## config.mk

```make
export PLATFORM = sky130hd
export DESIGN_NAME = rpm_gauge_core
export DESIGN_NICKNAME = d
export VERILOG_FILES = /design/src/rtl/rpm_gauge_core.sv
export SDC_FILE = /design/constraint.sdc
export NUM_CORES = 1
export LEC_CHECK = 0
export ABC_AREA = 1
export BUFFER_PORTS_ARGS = -buffer_cell sky130_fd_sc_hd__buf_2
export CAP_MARGIN = 20
export CORE_ASPECT_RATIO = 0.5
export CORE_UTILIZATION = 50
export DETAILED_ROUTE_END_ITERATION = 12
export GPL_ROUTABILITY_DRIVEN = 0
export PLACE_DENSITY = 0.67
export SLEW_MARGIN = 20
export SYNTH_ARGS = -nofsm -noshare
export SYNTH_HDL_FRONTEND = slang
export SYNTH_SLANG_ARGS = --single-unit
```

## constraint.sdc

```tcl
create_clock -name clk -period 7.1 [get_ports clk]
set_input_delay 1.42 -clock clk [delete_from_list [all_inputs] [get_ports clk]]
set_output_delay 1.42 -clock clk [all_outputs]
set_load 0.005 [all_outputs]
```

## src/rtl/rpm_gauge_core.sv

```systemverilog
// rtl/rpm_gauge_core.sv - gear-limited speed level with coast-down, overrev flag, stage LED and bargraph
module rpm_gauge_core #(
  parameter int LEVEL_W        = 4,
  parameter int MAX_LEVEL      = 15,
  parameter int GEAR_STEP      = 3,
  parameter int NUM_GEARS      = 6,
  parameter int BAR_SEGS       = 5,
  parameter int COAST_CYCLES   = 1000,
  parameter int BLINK_CYCLES   = 250,
  parameter int OVERREV_CYCLES = 500
) (
  input  logic                clk,
  input  logic                rst,
  input  logic                accel_pulse,
  input  logic                decel_pulse,
  input  logic [2:0]          gear,
  output logic [LEVEL_W-1:0]  speed_level,
  output logic [LEVEL_W-1:0]  max_level,
  output logic [1:0]          stage,
  output logic [2:0]          rgb,
  output logic [BAR_SEGS-1:0] bar,
  output logic                overrev
);

  localparam int CW = (COAST_CYCLES > 1) ? $clog2(COAST_CYCLES) : 1;
  localparam int BW = (BLINK_CYCLES > 1) ? $clog2(BLINK_CYCLES) : 1;
  localparam int OW = (OVERREV_CYCLES > 0) ? $clog2(OVERREV_CYCLES + 1) : 1;
  localparam int PW = LEVEL_W + 4;

  typedef enum logic [1:0] {
    ST_NORMAL  = 2'd0,
    ST_CAUTION = 2'd1,
    ST_DANGER  = 2'd2
  } stage_e;

  logic [LEVEL_W-1:0]  speed_q, speed_d;
  logic [CW-1:0]       coast_q, coast_d;
  logic [OW-1:0]       ovr_q, ovr_d;
  logic [BW-1:0]       blink_q, blink_d;
  logic                blink_off_q, blink_off_d;
  stage_e              stage_q, stage_d;
  logic [2:0]          rgb_q, rgb_d;
  logic [BAR_SEGS-1:0] bar_q, bar_d;

  logic [31:0]         gear_prod;
  logic                clamp;
  logic [LEVEL_W-1:0]  half_max;

  always_comb begin
    gear_prod = 32'(gear) * 32'(GEAR_STEP);
    if (gear == 3'd0 || 32'(gear) >= 32'(NUM_GEARS)) begin
      max_level = '0;
    end else if (gear_prod > 32'(MAX_LEVEL)) begin
      max_level = LEVEL_W'(MAX_LEVEL);
    end else begin
      max_level = gear_prod[LEVEL_W-1:0];
    end
  end

  // Clamp wins over pulses, and pulses win over coasting.
  always_comb begin
    speed_d = speed_q;
    coast_d = coast_q;
    ovr_d   = (ovr_q != '0) ? ovr_q - 1'b1 : ovr_q;
    clamp   = speed_q > max_level;
    if (clamp) begin
      speed_d = max_level;
      coast_d = '0;
      ovr_d   = OW'(OVERREV_CYCLES);
    end else if (accel_pulse && !decel_pulse) begin
      coast_d = '0;
      if (speed_q < max_level) speed_d = speed_q + 1'b1;
    end else if (decel_pulse && !accel_pulse) begin
      coast_d = '0;
      if (speed_q != '0) speed_d = speed_q - 1'b1;
    end else if (accel_pulse && decel_pulse) begin
      coast_d = '0;
    end else if (speed_q == '0 || COAST_CYCLES == 0) begin
      coast_d = '0;
    end else if (coast_q == CW'(COAST_CYCLES - 1)) begin
      speed_d = speed_q - 1'b1;
      coast_d = '0;
    end else begin
      coast_d = coast_q + 1'b1;
    end
  end

  always_comb begin
    half_max = max_level >> 1;
    if (max_level == '0) begin
      stage_d = ST_NORMAL;
    end else if (speed_q >= max_level) begin
      stage_d = ST_DANGER;
    end else if (speed_q >= half_max) begin
      stage_d = ST_CAUTION;
    end else begin
      stage_d = ST_NORMAL;
    end
  end

  // Blink phase restarts "on" whenever danger is freshly entered.
  always_comb begin
    blink_d     = '0;
    blink_off_d = 1'b0;
    if (stage_d == ST_DANGER && stage_q == ST_DANGER) begin
      blink_d     = blink_q;
      blink_off_d = blink_off_q;
      if (BLINK_CYCLES != 0) begin
        if (blink_q == BW'(BLINK_CYCLES - 1)) begin
          blink_d     = '0;
          blink_off_d = ~blink_off_q;
        end else begin
          blink_d = blink_q + 1'b1;
        end
      end
    end
  end

  always_comb begin
    case (stage_d)
      ST_CAUTION: rgb_d = 3'b110;
      ST_DANGER:  rgb_d = blink_off_d ? 3'b000 : 3'b100;
      default:    rgb_d = 3'b010;
    endcase
  end

  always_comb begin
    bar_d = '0;
    if (max_level != '0) begin
      bar_d[0] = speed_q != '0;
      for (int i = 1; i < BAR_SEGS; i++) begin
        bar_d[i] = (PW'(speed_q) * PW'(BAR_SEGS)) >= (PW'(i) * PW'(max_level));
      end
    end
  end

  always_ff @(posedge clk or posedge rst) begin
    if (rst) begin
      speed_q     <= '0;
      coast_q     <= '0;
      ovr_q       <= '0;
      blink_q     <= '0;
      blink_off_q <= 1'b0;
      stage_q     <= ST_NORMAL;
      rgb_q       <= 3'b010;
      bar_q       <= '0;
    end else begin
      speed_q     <= speed_d;
      coast_q     <= coast_d;
      ovr_q       <= ovr_d;
      blink_q     <= blink_d;
      blink_off_q <= blink_off_d;
      stage_q     <= stage_d;
      rgb_q       <= rgb_d;
      bar_q       <= bar_d;
    end
  end

  assign speed_level = speed_q;
  assign stage       = stage_q;
  assign rgb         = rgb_q;
  assign bar         = bar_q;
  assign overrev     = ovr_q != '0;

endmodule

```

# Word level (Yosys, flattened, before mapping)

Index checks and enable logic that the tools add are counted.

Add/sub/neg operators: 5
Multiply operators: 3
$lt $le $gt $ge: 10
Eq/ne operators: 9
Muxes and demuxes: 28
Bitwise logic cells: 1
Reduce and logical (&&, ||, !) cells: 16

Operators with widths:

| kind                                                                 | count |
|---|---|
| 10-bit 2-to-1 mux                                                    | 6 |
| 4-bit 2-to-1 mux                                                     | 10 |
| 9-bit 2-to-1 mux                                                     | 2 |
| 8-bit 2-to-1 mux                                                     | 2 |
| 7-bit by 6-bit >= comparator with 1-bit output                       | 2 |
| 4-bit nonzero test                                                   | 3 |
| 10-bit by 1-bit adder with 10-bit output, second input constant      | 1 |
| 10-bit == test, second input constant                                | 1 |
| 9-bit nonzero test                                                   | 1 |
| 9-bit by 1-bit subtractor with 9-bit output, second input constant   | 1 |
| 8-bit by 1-bit adder with 8-bit output, second input constant        | 1 |
| 8-bit == test, second input constant                                 | 1 |
| 4-bit zero test                                                      | 2 |
| 4-bit inequality test, second input constant                         | 2 |
| 7-bit by 4-bit >= comparator with 1-bit output                       | 1 |
| 7-bit by 5-bit >= comparator with 1-bit output                       | 1 |
| 4-bit by 3-bit multiplier with 7-bit output, second input constant   | 1 |
| 2-bit by 4-bit multiplier with 6-bit output, first input constant    | 1 |
| 3-bit case mux with 2 select lines                                   | 1 |
| 5-bit by 4-bit > comparator with 1-bit output, second input constant | 1 |
| 3-bit by 2-bit multiplier with 5-bit output, second input constant   | 1 |
| 5-bit 2-to-1 mux                                                     | 1 |
| 5-bit AND reduction                                                  | 1 |
| 4-bit by 1-bit adder with 4-bit output, second input constant        | 1 |
| other kinds (19)                                                     | 27 |

Bits in registers: 42
Input port bits: 7
Output and inout bits: 19
Word-level logic and storage cells: 80

# Longest topological paths before layout

Gate-level depths: netlist of run 1.

Word-level depth: 13
Mapped depth: 24
Depth with buffers taken out: 24

# Least setup slack after synthesis of run 1

No wires, ideal clock.

Path kind: in2reg
Start point: in gear[0]
End point: reg bar_q[3] (netlist: bar[3])
Setup time: 0.113 ns
Data arrival time: 4.271 ns
Data required time: 6.987 ns
Slack: 2.715 ns
Stages on the path: 18
Path buffers: 0
Path through: ha_1 -> fa_1 -> nand2_1 -> nor3_1 -> nand2_1 -> nand3b_1 -> nand2_1 -> inv_1 -> ha_1 -> a21o_1 -> a21oi_1 -> xor2_1 -> ha_1 -> a21o_1 -> a211oi_1 -> nand3_1 -> nand2_1 -> inv_1

Longest elaborated chain between the ends: 7
Elaborated cells on any way between the ends: 11
Classes of those cells: mul (2); order compare (3); mux (3); reduce/logical (3)

Ends and longest elaborated chain:

| element                                        | line | text |
|---|---|---|
| start, declared                                | 16   | `input logic [2:0] gear,` |
| 3-bit by 2-bit multiplier with 5-bit output    | 50   | `gear_prod = 32'(gear) * 32'(GEAR_STEP);` |
| 5-bit by 4-bit > comparator with 1-bit output  | 53   | `end else if (gear_prod > 32'(MAX_LEVEL)) begin` |
| 4-bit 2-to-1 mux                               | 53   |  |
| 4-bit 2-to-1 mux (*)                           | 51   | `if (gear == 3'd0 \|\| 32'(gear) >= 32'(NUM_GEARS)) begin` |
| net max_level[2]                               | 18   | `output logic [LEVEL_W-1:0] max_level,` |
| 2-bit by 4-bit multiplier with 6-bit output    | 132  | `bar_d[i] = (PW'(speed_q) * PW'(BAR_SEGS)) >= (PW'(i) * PW'(max_level));` |
| 7-bit by 6-bit >= comparator with 1-bit output | 132  |  |
| 5-bit 2-to-1 mux (*)                           | 129  | `if (max_level != '0) begin` |
| net bar_d[3]                                   | 43   | `logic [BAR_SEGS-1:0] bar_q, bar_d;` |
| end signal, assigned                           | 155  | `bar_q <= bar_d;` |
| end, declared                                  | 43   |  |

Mark *: on every way through the listed nets, which the timed path passes. The rest lies on a longest branch.
A chain may end at the register's enable or synchronous reset.

# Worst setup path after layout of run 1

Start point: in gear[1]
End point: out max_level[2]

Longest elaborated chain between the ends: 4
Elaborated cells on any way between the ends: 7
Classes of those cells: mul (1); order compare (2); mux (2); reduce/logical (2)

Ends and longest elaborated chain:

| element                                       | line |
|---|---|
| 3-bit by 2-bit multiplier with 5-bit output   | 50 |
| 5-bit by 4-bit > comparator with 1-bit output | 53 |
| 4-bit 2-to-1 mux                              | 53 |
| 4-bit 2-to-1 mux (*)                          | 51 |
| end, declared                                 | 18 |

Every way passes the cells marked *; elsewhere a longest branch is shown, timed or not.

==> results of run 1 <==
## sequential cells by signal (all words and copies together), names as in the netlist
signal and count:
bar 5, blink_off_q 1, blink_q 8, coast_q 10, ovr_q 9, rgb 2, speed_level 4, stage 2
## worst max-delay path by stage
stage	from	end	depth (start not counted)
after global placement	gear[1]	bar[3]	19
after global routing	gear[1]	blink_q[6]	24
after CTS	gear[1]	max_level[2]	10
after detailed placement	gear[1]	bar[3]	19
after floorplan	gear[0]	bar[3]	18
final	gear[1]	max_level[2]	10
## metal layers
metal / GRT usage / vias to the layer above
li1: - / 1323
met5: 0 / -
met1: 0.268 / 1200
met2: 0.383 / 23
met4: 0.0476 / 0
met3: 0.0307 / 2
## through the flow
step	power, uW	cells
5_1_grt	1570	518
4_1_cts	1410	518
2_1_floorplan	991	400
6_report	1400	518
3_3_place_gp	1160	510
3_5_place_dp	1190	510
## logic make-up (layout without fill, tap and decap cells)
group,Yosys count,in the layout
XOR/XNOR,17,17
AND/OR/NAND/NOR,186,186
AO/OA/AOI/OAI,34,34
buffers and inverters,70,100
other,1,1
flip-flops,41,41
adder cells (fa/ha/maj),51,51
## cell type report
cell class	count	area, um^2	area share
Inverter	67	251	0.0699
Multi-Input combinational cell	289	1950	0.540
Sequential cell	41	1030	0.285
Clock inverter	1	5.00	0.00139
Timing Repair Buffer	25	128	0.0355
Clock buffer	7	133	0.0368
Tap cell	88	110	0.0306
## cells in the mapped netlist, types with 2 or more instances
| cell | number | area share |
|---|---|---|
| a211oi_1 | 3 | 0.0069 |
| a21boi_0 | 2 | 0.0046 |
| a21o_1 | 3 | 0.0069 |
| a21oi_1 | 11 | 0.017 |
| a21oi_2 | 2 | 0.0054 |
| buf_6 | 2 | 0.0069 |
| dfrtp_1 | 40 | 0.31 |
| fa_1 | 4 | 0.025 |
| ha_1 | 47 | 0.18 |
| inv_1 | 61 | 0.070 |
| inv_2 | 6 | 0.0069 |
| nand2_1 | 77 | 0.089 |
| nand2_2 | 5 | 0.0096 |
| nand2_4 | 3 | 0.010 |
| nand3_1 | 23 | 0.035 |
| nand3_2 | 3 | 0.0092 |
| nand3_4 | 2 | 0.011 |
| nand3b_1 | 3 | 0.0069 |
| nand4_1 | 6 | 0.012 |
| nor2_1 | 44 | 0.051 |
| nor2_2 | 9 | 0.017 |
| nor2_4 | 3 | 0.010 |
| nor3_1 | 3 | 0.0046 |
| o21ai_0 | 8 | 0.012 |
| xnor2_1 | 6 | 0.016 |
| xor2_1 | 11 | 0.030 |
## power by group
group	internal (uW)	switching [uW]	total (uW)	leakage (uW)
sequential	294	54.9	349	0.000513
clock	130	84.1	214	0.0000679
combinational	327	506	833	0.00134
total	751	645	1400	0.00192
==> metrics.md, run 1 <==
| Metric | Value |
|---|---|
| Die area | approximately 7000 um^2 |
| GRT Total Usage | 0.210 |
| Kind of critical path | input pin to output pin |
| Max-slew violations | 0 |
| Hold_ws | between 0.4 and 0.5 ns |
| Worst setup EP type | output pin |
| Slew @ Worst Pin | a little over 0.5 ns |
| Dominant synthesized flop cell | dfrtp_1 |
| IO Pins | 26 |
| Status | finished clean |
| Max FO, Critical Path | 8 |
| DR WL met2 | around 3.0 mm |
| Leak | about 0.0019 uW |
| Post-place setup slack | about 2.3 ns |
| R2r setup slk | 4.36 ns |
| P&R area growth vs syn | 10.6% |
| CP dominant cell by count | nand2_1 |
| Syn Inst Count | 400 |
| Die X | between 100 and 150 um |
| Hold EP | coast_q[0] |
| Row count | 20 |
| Root buffer cell | clkbuf_16 |
| PwrDens | between 300 and 400 nW/um^2 |
| CTS resizes | 0 |
| CP required | ~5.7 ns |
| Via count | roughly 2.5k |
| Warnings, synthesis | 0 |
| CP top delay family | adder cells |
| Adder-cell share of the synthesized area | 0.205 |
| Largest net degree at the start of global routing | 42 |
| WP buf/inv | 3 |
| Final setup viols | 0 |
| Fraction of the cycle the final worst path needs | 0.665 |
| Wl on met1 | roughly 3.1 mm |
| Netlist cell types | 39 |
| CTS Hold Bufs | 0 |
| Routed wl met3 | approximately 100 um |
| Fraction of registers with async set/reset | 1.00 |
| Final hold vios | 0 |
| Max-cap violations | 0 |
| Slowest cell on crit path | fa_1 |
| Post-CTS setup buffers | 0 |
| NumNets Final | about 490 |
| 1st-iter DRT viols | approximately 130 |
| Simple-Gate Fraction of Synth Area | 0.282 |
| Final setup margin | ~2.4 ns |
| Clk_lat worst skew | around 0.28 ns |
| CTS max path bufs | 2 |
| Initial core utilization | 0.527 |
| Number of H-tree levels | 2 |
| Detailed Routing Iterations Pass 1 | 4 |
| Sequential fraction of the synthesis area | 0.316 |
| Final WL | between 6 and 7 mm |
| Tmin final | between 4 and 5 ns |
| Hold path start | coast_q[0] |
| Die height | between 50 and 60 um |
| Fillers | approximately 580 |
| Post-synth EDFFs | 0 |
| Mapped cell area | between 3000 and 4000 um^2 |
| GRT Residual Overflow | 0 |
| CTS buffer count | 5 |
| Utilization after layout | 0.582 |
| Antenna violations before repair | 0 |
| Skew final | between 0.007 and 0.008 ns |
| Reg-to-reg endpoint | bar[3] |
| Commonest cells after routing, fill and taps aside | nand2_1 (77), inv_1 (61), ha_1 (47) |
| Number of port buffers | 24 |
| Startpoint types | input pin |
| Multiplexer share of the synthesized area | 0 |
| Commonest non-fill, non-tap cell in the layout | nand2_1 |
| Main combinational cell family by area after synthesis | simple AND/OR/NAND/NOR gates |
| # diodes | 0 |
| DRC Markers | 0 |
| Fmax achieved | between 200 and 250 MHz |
| Peak supply drop | roughly 260 uV |
| Placed Instance Area | around 3500 um^2 |
| Normalized max-slew margin | 0.661 |
| Core Area | around 6000 um^2 |
| CP cell instances | buf_2 > ha_1 > fa_1 > nand2_1 > nor3_1 > nand2_1 > nand3b_1 > nand2_1 > inv_1 > buf_2 |
| Top layer in use | met4 |
| Setup TNS | 0 ns |
| Critical R2R Launch | speed_level[1] |
| Worst min-delay path class | flop to flop |
| Max incr delay on CP | around 0.50 ns |
| Vias in the first global route | 2,557 |
| Layout cells sized above 1 | 0.163 |
| Crit path DAT | between 3 and 4 ns |
| RSZ-0062 raised after global routing | no |
| Synth Net Count | approximately 460 |
| Xor-xnor portion of the synthesized cell area | 0.0458 |
| DPL Wire Length | slightly below 5 mm |
| ANT nets after route | 0 |
| WL per Instance | between 10 and 15 um |
| Synth Area in Compound Gates | 0.0638 |
| Clock slew at reported path FFs | 0.06 ns |
| Hold Path Stages | 1 |
| Worst Reg-to-Reg Cells | 10 |
| Average cell area after synthesis | between 8 and 9 um^2 |
| Via-per-instance ratio | ~4.9 |
| Clk sink count | between 40 and 50 |
| CTS tree | built |
| Global-route wire length before repair | about 11 mm |
| Final instance area | approximately 3600 um^2 |
| Synthesized flop and latch total | 41 |
No activity file was read; power rests on OpenSTA's default activity.
==> run 2: changes to the inputs <==
ABC_AREA = 0   (was 1)
PLACE_DENSITY = 0.7   (was 0.67)
clock period = 4.3 ns   (was 7.1 ns; I/O delays follow)
==> run 2 against run 1 <==
Against the previous run: critical path type is now input pin to flop; via count shrank 12%; clock skew decreased by 0.0030 ns; cell count fell by 20%; highest routed layer unchanged; first-iteration DRC count decreased by 49%; largest cell class unchanged; count of clock-buffer cells in the layout decreased by 2; wire length shrank 7.7%.
==> metrics.md, run 2 <==
| Metric | Value |
|---|---|
| Simple-Gate Fraction of Synth Area | 0.174 (was 0.282) |
| Row count | 19 (was 20) |
| Crit path DAT | 3.94 ns (was 3.30 ns) |
| Max incr delay on CP | 0.46 ns (was 0.50 ns) |
| CTS Hold Bufs | 0 (unchanged) |
| Via count | 2,234 (was 2,548) |
| Synth Net Count | 363 (was 458) |
| Die X | 111 um (was 116 um) |
| Clk sink count | 41 (unchanged) |
| DRC Markers | 0 (unchanged) |
| Die height | 56.4 um (was 59.0 um) |
| Final WL | 5.76 mm (was 6.24 mm) |
| Layout cells sized above 1 | 0.150 (was 0.163) |
| 1st-iter DRT viols | 67 (was 132) |
| CP dominant cell by count | ha_1 (was nand2_1) |
| Main combinational cell family by area after synthesis | adder cells (was simple AND/OR/NAND/NOR gates) |
| Commonest cells after routing, fill and taps aside | ha_1 (46), dfrtp_1 (40), nor2_1 (34) (was nand2_1 (77), inv_1 (61), ha_1 (47)) |
| Die area | 6240 um^2 (was 6850 um^2) |
| Largest net degree at the start of global routing | 42 (unchanged) |
| GRT Total Usage | 0.204 (was 0.210) |
| Synth Area in Compound Gates | 0.129 (was 0.0638) |
| Slew @ Worst Pin | 0.555 ns (was 0.508 ns) |
| Worst setup EP type | flop (was output pin) |
| CP required | 4.51 ns (was 5.68 ns) |
| Startpoint types | input pin (unchanged) |
| WL per Instance | 14.0 um (was 12.0 um) |
| Final setup viols | 0 (unchanged) |
| Count leader, synth | ha_1 (was nand2_1) |
| ANT nets after route | 0 (unchanged) |
| Antenna violations before repair | 0 (unchanged) |
| Xor-xnor portion of the synthesized cell area | 0.0800 (was 0.0458) |
| Max-slew violations | 0 (unchanged) |
| Max FO, Critical Path | 8 (unchanged) |
| Sequential fraction of the synthesis area | 0.347 (was 0.316) |
| Via-per-instance ratio | 5.42 (was 4.92) |
| Normalized max-slew margin | 0.627 (was 0.661) |
| Synth top area cells | dfrtp_1 (34%), ha_1 (19%), xnor2_1 (4.4%), nor2_1 (4.3%), xor2_1 (3.6%) (was dfrtp_1 (31%), ha_1 (18%), nand2_1 (8.9%), inv_1 (7.0%), nor2_1 (5.1%)) |
| Multiplexer share of the synthesized area | 0.00339 (was 0) |
| Worst min-delay path class | flop to flop (unchanged) |
| # diodes | 0 (unchanged) |
| Utilization after layout | 0.605 (was 0.582) |
| Number of port buffers | 24 (unchanged) |
| Clk_lat worst skew | 0.28 ns (about the same) |
| Peak supply drop | 339 uV (was 264 uV) |
| Setup TNS | 0 ns (unchanged) |
| Max-cap violations | 0 (unchanged) |
| Global-route wire length before repair | 10.3 mm (was 11.3 mm) |
| Fraction of the cycle the final worst path needs | 0.869 |
| Core Area | 5590 um^2 (was 6180 um^2) |
| Max reg flops | 10 (unchanged) |
| PwrDens | 671 nW/um^2 (was 388 nW/um^2) |
| Synthesized flop and latch total | 41 (unchanged) |
| Adder-cell share of the synthesized area | 0.222 (was 0.205) |
| Post-CTS setup buffers | 0 (unchanged) |
| Largest Register | coast_q (unchanged) |
| CP cell instances | buf_2 > ha_1 > fa_1 > o21ai_0 > ha_1 > nor2_2 > a21oi_2 > nor3b_1 > nor2_1 > ha_1 > nand2_1 > or3_1 > nor2_1 (was buf_2 > ha_1 > fa_1 > nand2_1 > nor3_1 > nand2_1 > nand3b_1 > nand2_1 > inv_1 > buf_2) |
| Slowest cell on crit path | o21ai_0 (was fa_1) |
| DR WL met2 | 2.72 mm (was 3.00 mm) |
| Mapped cell area | 2960 um^2 (was 3250 um^2) |
| CTS buffer count | 5 (unchanged) |
| NumNets Final | 395 (was 487) |
| Skew final | 0.00407 ns (was 0.00704 ns) |
| WP buf/inv | 1 (was 3) |
| Tmin final | 3.73 ns |
| DPL Wire Length | 4.36 mm (was 4.95 mm) |
| IO Pins | 26 (unchanged) |
| Kind of critical path | input pin to flop (was input pin to output pin) |
| Largest registers | coast_q x10, ovr_q x9, blink_q x8 (unchanged) |
| CP top delay family | adder cells (unchanged) |
| Post-synth top area share | 0.339 (was 0.308) |
| Area leader, netlist | dfrtp_1 (unchanged) |
| Commonest non-fill, non-tap cell in the layout | ha_1 (was nand2_1) |
| CTS max path bufs | 2 (unchanged) |
| CTS tree | built (unchanged) |
| Detailed Routing Iterations Pass 1 | 4 (unchanged) |
| Vias in the first global route | 2,297 (was 2,557) |
| Warnings, synthesis | 0 (unchanged) |
| Dominant synthesized flop cell | dfrtp_1 (unchanged) |
| Fraction of registers with async set/reset | 1.00 (unchanged) |
| Final hold vios | 0 (unchanged) |
| Routed wl met3 | 148 um (was 101 um) |
| Syn Inst Count | 306 (was 400) |
| Leak | 0.00158 uW (was 0.00192 uW) |
| Average cell area after synthesis | 9.66 um^2 (was 8.14 um^2) |
| Status | finished clean (unchanged) |
| Synth cell count leaders | ha_1 (46), dfrtp_1 (40), nor2_1 (34) (was nand2_1 (77), inv_1 (61), ha_1 (47)) |
| Number of H-tree levels | 2 (unchanged) |
| Fmax achieved | roughly 270 MHz |
| Root buffer cell | clkbuf_16 (unchanged) |
| Initial core utilization | 0.529 (was 0.527) |
| GRT Residual Overflow | 0 (unchanged) |
| Clock slew at reported path FFs | 0.06 ns (about the same) |
| Post-synth EDFFs | 0 (unchanged) |
| Wl on met1 | 2.81 mm (was 3.12 mm) |
| Top layer in use | met4 (unchanged) |
| Netlist cell types | 46 (was 39) |
| P&R area growth vs syn | 14.3% (was 10.6%) |
| RSZ-0062 raised after global routing | no (unchanged) |
[run 2: cell count changes after synthesis, sizes merged, moves of 6 or more]
cell    change
nor2       -21
nand3      -16
inv        -45
nand2      -68
xnor2       +9
nand2b      +6
[run 2: layer usage]
metal / up-vias / GRT usage
met3: 11 / 0.0346
met1: 1071 / 0.261
met5: - / 0
met4: 0 / 0.0648
met2: 30 / 0.358
li1: 1122 / -
[run 2: worst paths after layout]
check / to / cells after the start / slack (ns) / startpoint
max: blink_q[7] / 13 / 0.57 / gear[1]
max in group asynchronous: rgb[1] / 3 / 3.24 / rst
min reg2reg: blink_off_q / 1 / 0.49 / stage[0]
max reg2reg: bar[3] / 8 / 1.63 / speed_level[3]
min in group asynchronous: blink_q[0] / 3 / 0.70 / rst
min: blink_off_q / 1 / 0.49 / stage[0]
[run 2: cell type report]
class	instances	area [um^2]
Fill cell	454	2210
Tap cell	73	91.3
Clock inverter	3	65.1
Multi-Input combinational cell	236	1810
Timing Repair Buffer	32	180
Inverter	22	82.6
Clock buffer	5	125
Sequential cell	41	1030
[run 2: power breakdown]
group          switching, uW  internal (uW)
clock                    142            331
combinational            655            544
sequential               112            481
total                    909           1360
[run 2: what timing repair did]
item,CTS,global route
setup endpoints to repair,0,7
resized for setup,0,1
endpoints found under the hold margin,0,0
[run 2: per-stage QoR]
stage | instance area [um^2] | hold slack, ns | power [uW] | instances | setup WS (ns)
floorplan | 2960 | 0.450 | 1470 | 306 | 0.427
global placement | 3180 | 0.479 | 1730 | 404 | 0.332
detailed placement | 3180 | 0.490 | 1800 | 404 | 0.0744
CTS | 3370 | 0.498 | 2280 | 412 | 0.371
global route | 3380 | 0.524 | 2500 | 412 | 0.259
finish | 3380 | 0.491 | 2270 | 412 | 0.565
[run 2: logic make-up after synthesis]
family | after synthesis
DFF | 41
muxes | 1
other | 1
and+or+nand+nor | 103
adders and majority gates | 50
buffers and inverters | 29
AOI/OAI and AO/OA | 54
xor gates and xnor gates | 27
==> run 3: changes to the inputs <==
ABC_AREA = 1   (was 0)
==> run 3 against run 2 <==
Against the previous run: maximum frequency shrank 3.4%; cell count grew 27%; sequential cell count is the same; clock skew is essentially flat; count of clock-buffer cells in the layout is the same; worst setup slack lost 0.13 ns; core utilization shrank 1.4 points.
==> metrics.md, run 3 (synthesized netlist as in run 1, its figures left out) <==
| Metric | Value |
|---|---|
| 1st-iter DRT viols | 126 (was 67) |
| Final WL | 5.94 mm (was 5.76 mm) |
| Hold_ws | 0.479 ns (was 0.491 ns) |
| PwrDens | 628 nW/um^2 (was 671 nW/um^2) |
| Via-per-instance ratio | 4.79 (was 5.42) |
| Fillers | 596 (was 454) |
| Layout cells sized above 1 | 0.179 (was 0.150) |
| GRT Total Usage | 0.201 (was 0.204) |
| Max-slew violations | 0 (unchanged) |
| Commonest cells after routing, fill and taps aside | nand2_1 (77), inv_1 (61), ha_1 (47) (was ha_1 (46), dfrtp_1 (40), nor2_1 (34)) |
| Slowest cell on crit path | fa_1 (was o21ai_0) |
| Number of port buffers | 24 (unchanged) |
| Fraction of the cycle the final worst path needs | 0.899 (was 0.869) |
| CTS Hold Bufs | 0 (unchanged) |
| Worst min-delay path class | flop to flop (unchanged) |
| CTS buffer count | 5 (unchanged) |
| WP depth | 22 (was 13) |
| WL per Instance | 11.3 um (was 14.0 um) |
| Hold EP | ovr_q[4] (was blink_off_q) |
| Max incr delay on CP | 0.50 ns (was 0.46 ns) |
| Largest registers | coast_q x10, ovr_q x9, blink_q x8 (unchanged) |
| Status | finished clean (unchanged) |
| Largest net degree at the start of global routing | 42 (unchanged) |
| DRC Markers | 0 (unchanged) |
| Critical R2R Launch | speed_level[1] (was speed_level[3]) |
| Global-route wire length before repair | 10.7 mm (was 10.3 mm) |
| Clock slew at reported path FFs | 0.06 ns (about the same) |
| CP cell instances | buf_2 > ha_1 > fa_1 > nand2_1 > nor3_1 > nand2_1 > nand3b_1 > nand2_1 > inv_1 > ha_1 > inv_1 > a21boi_0 > o21ai_0 > nand2_1 > nand3_1 > ha_1 > nand2_1 > nor2_1 > inv_1 > nor2_1 > inv_1 > nor2_1 (was buf_2 > ha_1 > fa_1 > o21ai_0 > ha_1 > nor2_2 > a21oi_2 > nor3b_1 > nor2_1 > ha_1 > nand2_1 > or3_1 > nor2_1) |
| ANT nets after route | 0 (unchanged) |
| NumNets Final | 493 (was 395) |
| Commonest non-fill, non-tap cell in the layout | nand2_1 (was ha_1) |
| Fmax achieved | 259 MHz (was 268 MHz) |
| Final setup viols | 0 (unchanged) |
| Antenna violations before repair | 0 (unchanged) |
| Setup TNS | 0 ns (unchanged) |
| Hold Path Stages | 1 (unchanged) |
| Row count | 20 (was 19) |
| Leak | 0.00195 uW (was 0.00158 uW) |
| CTS tree | built (unchanged) |
| Via count | 2,510 (was 2,234) |
| Slew @ Worst Pin | 0.516 ns (was 0.555 ns) |
| Crit path DAT | 4.08 ns (was 3.94 ns) |
| # diodes | 0 (unchanged) |
| CP dominant cell by count | nand2_1 (was ha_1) |
| Final Non-Filler Cells | 524 (was 412) |
| GRT Residual Overflow | 0 (unchanged) |
| RSZ-0062 raised after global routing | no (unchanged) |
| Number of H-tree levels | 2 (unchanged) |
| DPL Wire Length | 4.69 mm (was 4.36 mm) |
| CTS resizes | 0 (unchanged) |
| Skew final | 0.00361 ns (was 0.00407 ns) |
| Worst setup EP type | flop (unchanged) |
| Post-place setup slack | 0.121 ns (was 0.0744 ns) |
| Clk_lat worst skew | 0.28 ns (about the same) |
| CTS max path bufs | 2 (unchanged) |
| Tmin final | 3.87 ns (was 3.73 ns) |
| Die area | 6850 um^2 (was 6240 um^2) |
| Hold path start | ovr_q[4] (was stage[0]) |
| Die height | 59.0 um (was 56.4 um) |
| Placed cell count | 516 (was 404) |
| P&R area growth vs syn | 12.1% (was 14.3%) |
| Final hold vios | 0 (unchanged) |
| Utilization after layout | 0.590 (was 0.605) |
| Vias in the first global route | 2,445 (was 2,297) |
| Clk sink count | 41 (unchanged) |
| Reg-to-reg endpoint | bar[3] (unchanged) |
| Peak supply drop | 315 uV (was 339 uV) |
| Detailed Routing Iterations Pass 1 | 4 (unchanged) |
| Final setup margin | 0.434 ns (was 0.565 ns) |
| IO Pins | 26 (unchanged) |
| Worst Reg-to-Reg Cells | 10 (was 8) |
| Post-CTS setup buffers | 0 (unchanged) |
| Initial core utilization | 0.527 (was 0.529) |
| Largest Register | coast_q (unchanged) |
| Max FO, Critical Path | 7 (was 8) |
| Core Area | 6180 um^2 (was 5590 um^2) |
| Die X | 116 um (was 111 um) |
| R2r setup slk | 1.59 ns (was 1.63 ns) |
| CP top delay family | adder cells (unchanged) |
| Root buffer cell | clkbuf_16 (unchanged) |
| CP required | 4.52 ns (was 4.51 ns) |
| WP buf/inv | 5 (was 1) |
| Kind of critical path | input pin to flop (unchanged) |
| Startpoint types | input pin (unchanged) |
| Normalized max-slew margin | 0.656 (was 0.627) |
| Max reg flops | 10 (unchanged) |
| Max-cap violations | 0 (unchanged) |
==> run 3: cell count changes in the layout (fill, tap and decap cells not counted), moves of 5 or more <==
cell      before  now
nand2_2        0    5
nor2_2         1    9
a21o_1         8    3
nand3_1       12   23
nand2_1       17   77
inv_1         22   61
nand2b_1       6    0
inv_2          0    6
xnor2_1       15    6
o21a_1         5    0
nor2_1        34   44
==> run 3: cell type report <==
cell class              instances  area, um^2  share of cell area
well taps                      88         110              0.0302
repair buffers                 31         173              0.0473
clock buffers                   5         125              0.0343
inverters                      67         251              0.0689
clock inverters                 3        17.5             0.00480
multi-input cells             289        1950               0.533
flip-flops and latches         41        1030               0.281
==> run 3: worst register-to-register path, delay by kind of cell (launching register included) <==
family                   cells  cell delay (ns)
XOR/XNOR                     1             0.23
AND/OR/NAND/NOR              2             0.18
flip-flops                   1             0.56
buffers and inverters        2             0.13
AO/OA/AOI/OAI                1             0.24
adder cells (fa/ha/maj)      4             1.25
==> run 3: stage by stage <==
step / power, uW / cell area [um^2]
global placement: 1920 / 3510
finish: 2290 / 3650
global route: 2570 / 3650
CTS: 2310 / 3650
floorplan: 1640 / 3250
detailed placement: 1940 / 3510
==> run 3: layer usage <==
metal,wire length [um],vias to the layer above,GRT usage
li1,-,1342,-
met1,3100,1133,0.262
met2,2620,30,0.344
met3,181,5,0.0491
met4,28,0,0.0421
met5,0,-,0
==> run 3: how the worst max path moves through the flow <==
stage | start | endpoint
after floorplan | gear[0] | bar[3]
after global placement | gear[1] | bar[3]
after detailed placement | gear[1] | blink_q[0]
after CTS | gear[1] | blink_q[0]
after global routing | gear[1] | blink_q[4]
final | gear[1] | blink_q[4]
==> run 3: power by group <==
group	switching, uW	internal (uW)	leakage (uW)
logic	815	543	0.00137
clock network	147	212	0.0000696
registers	89.1	485	0.000513
total	1050	1240	0.00195
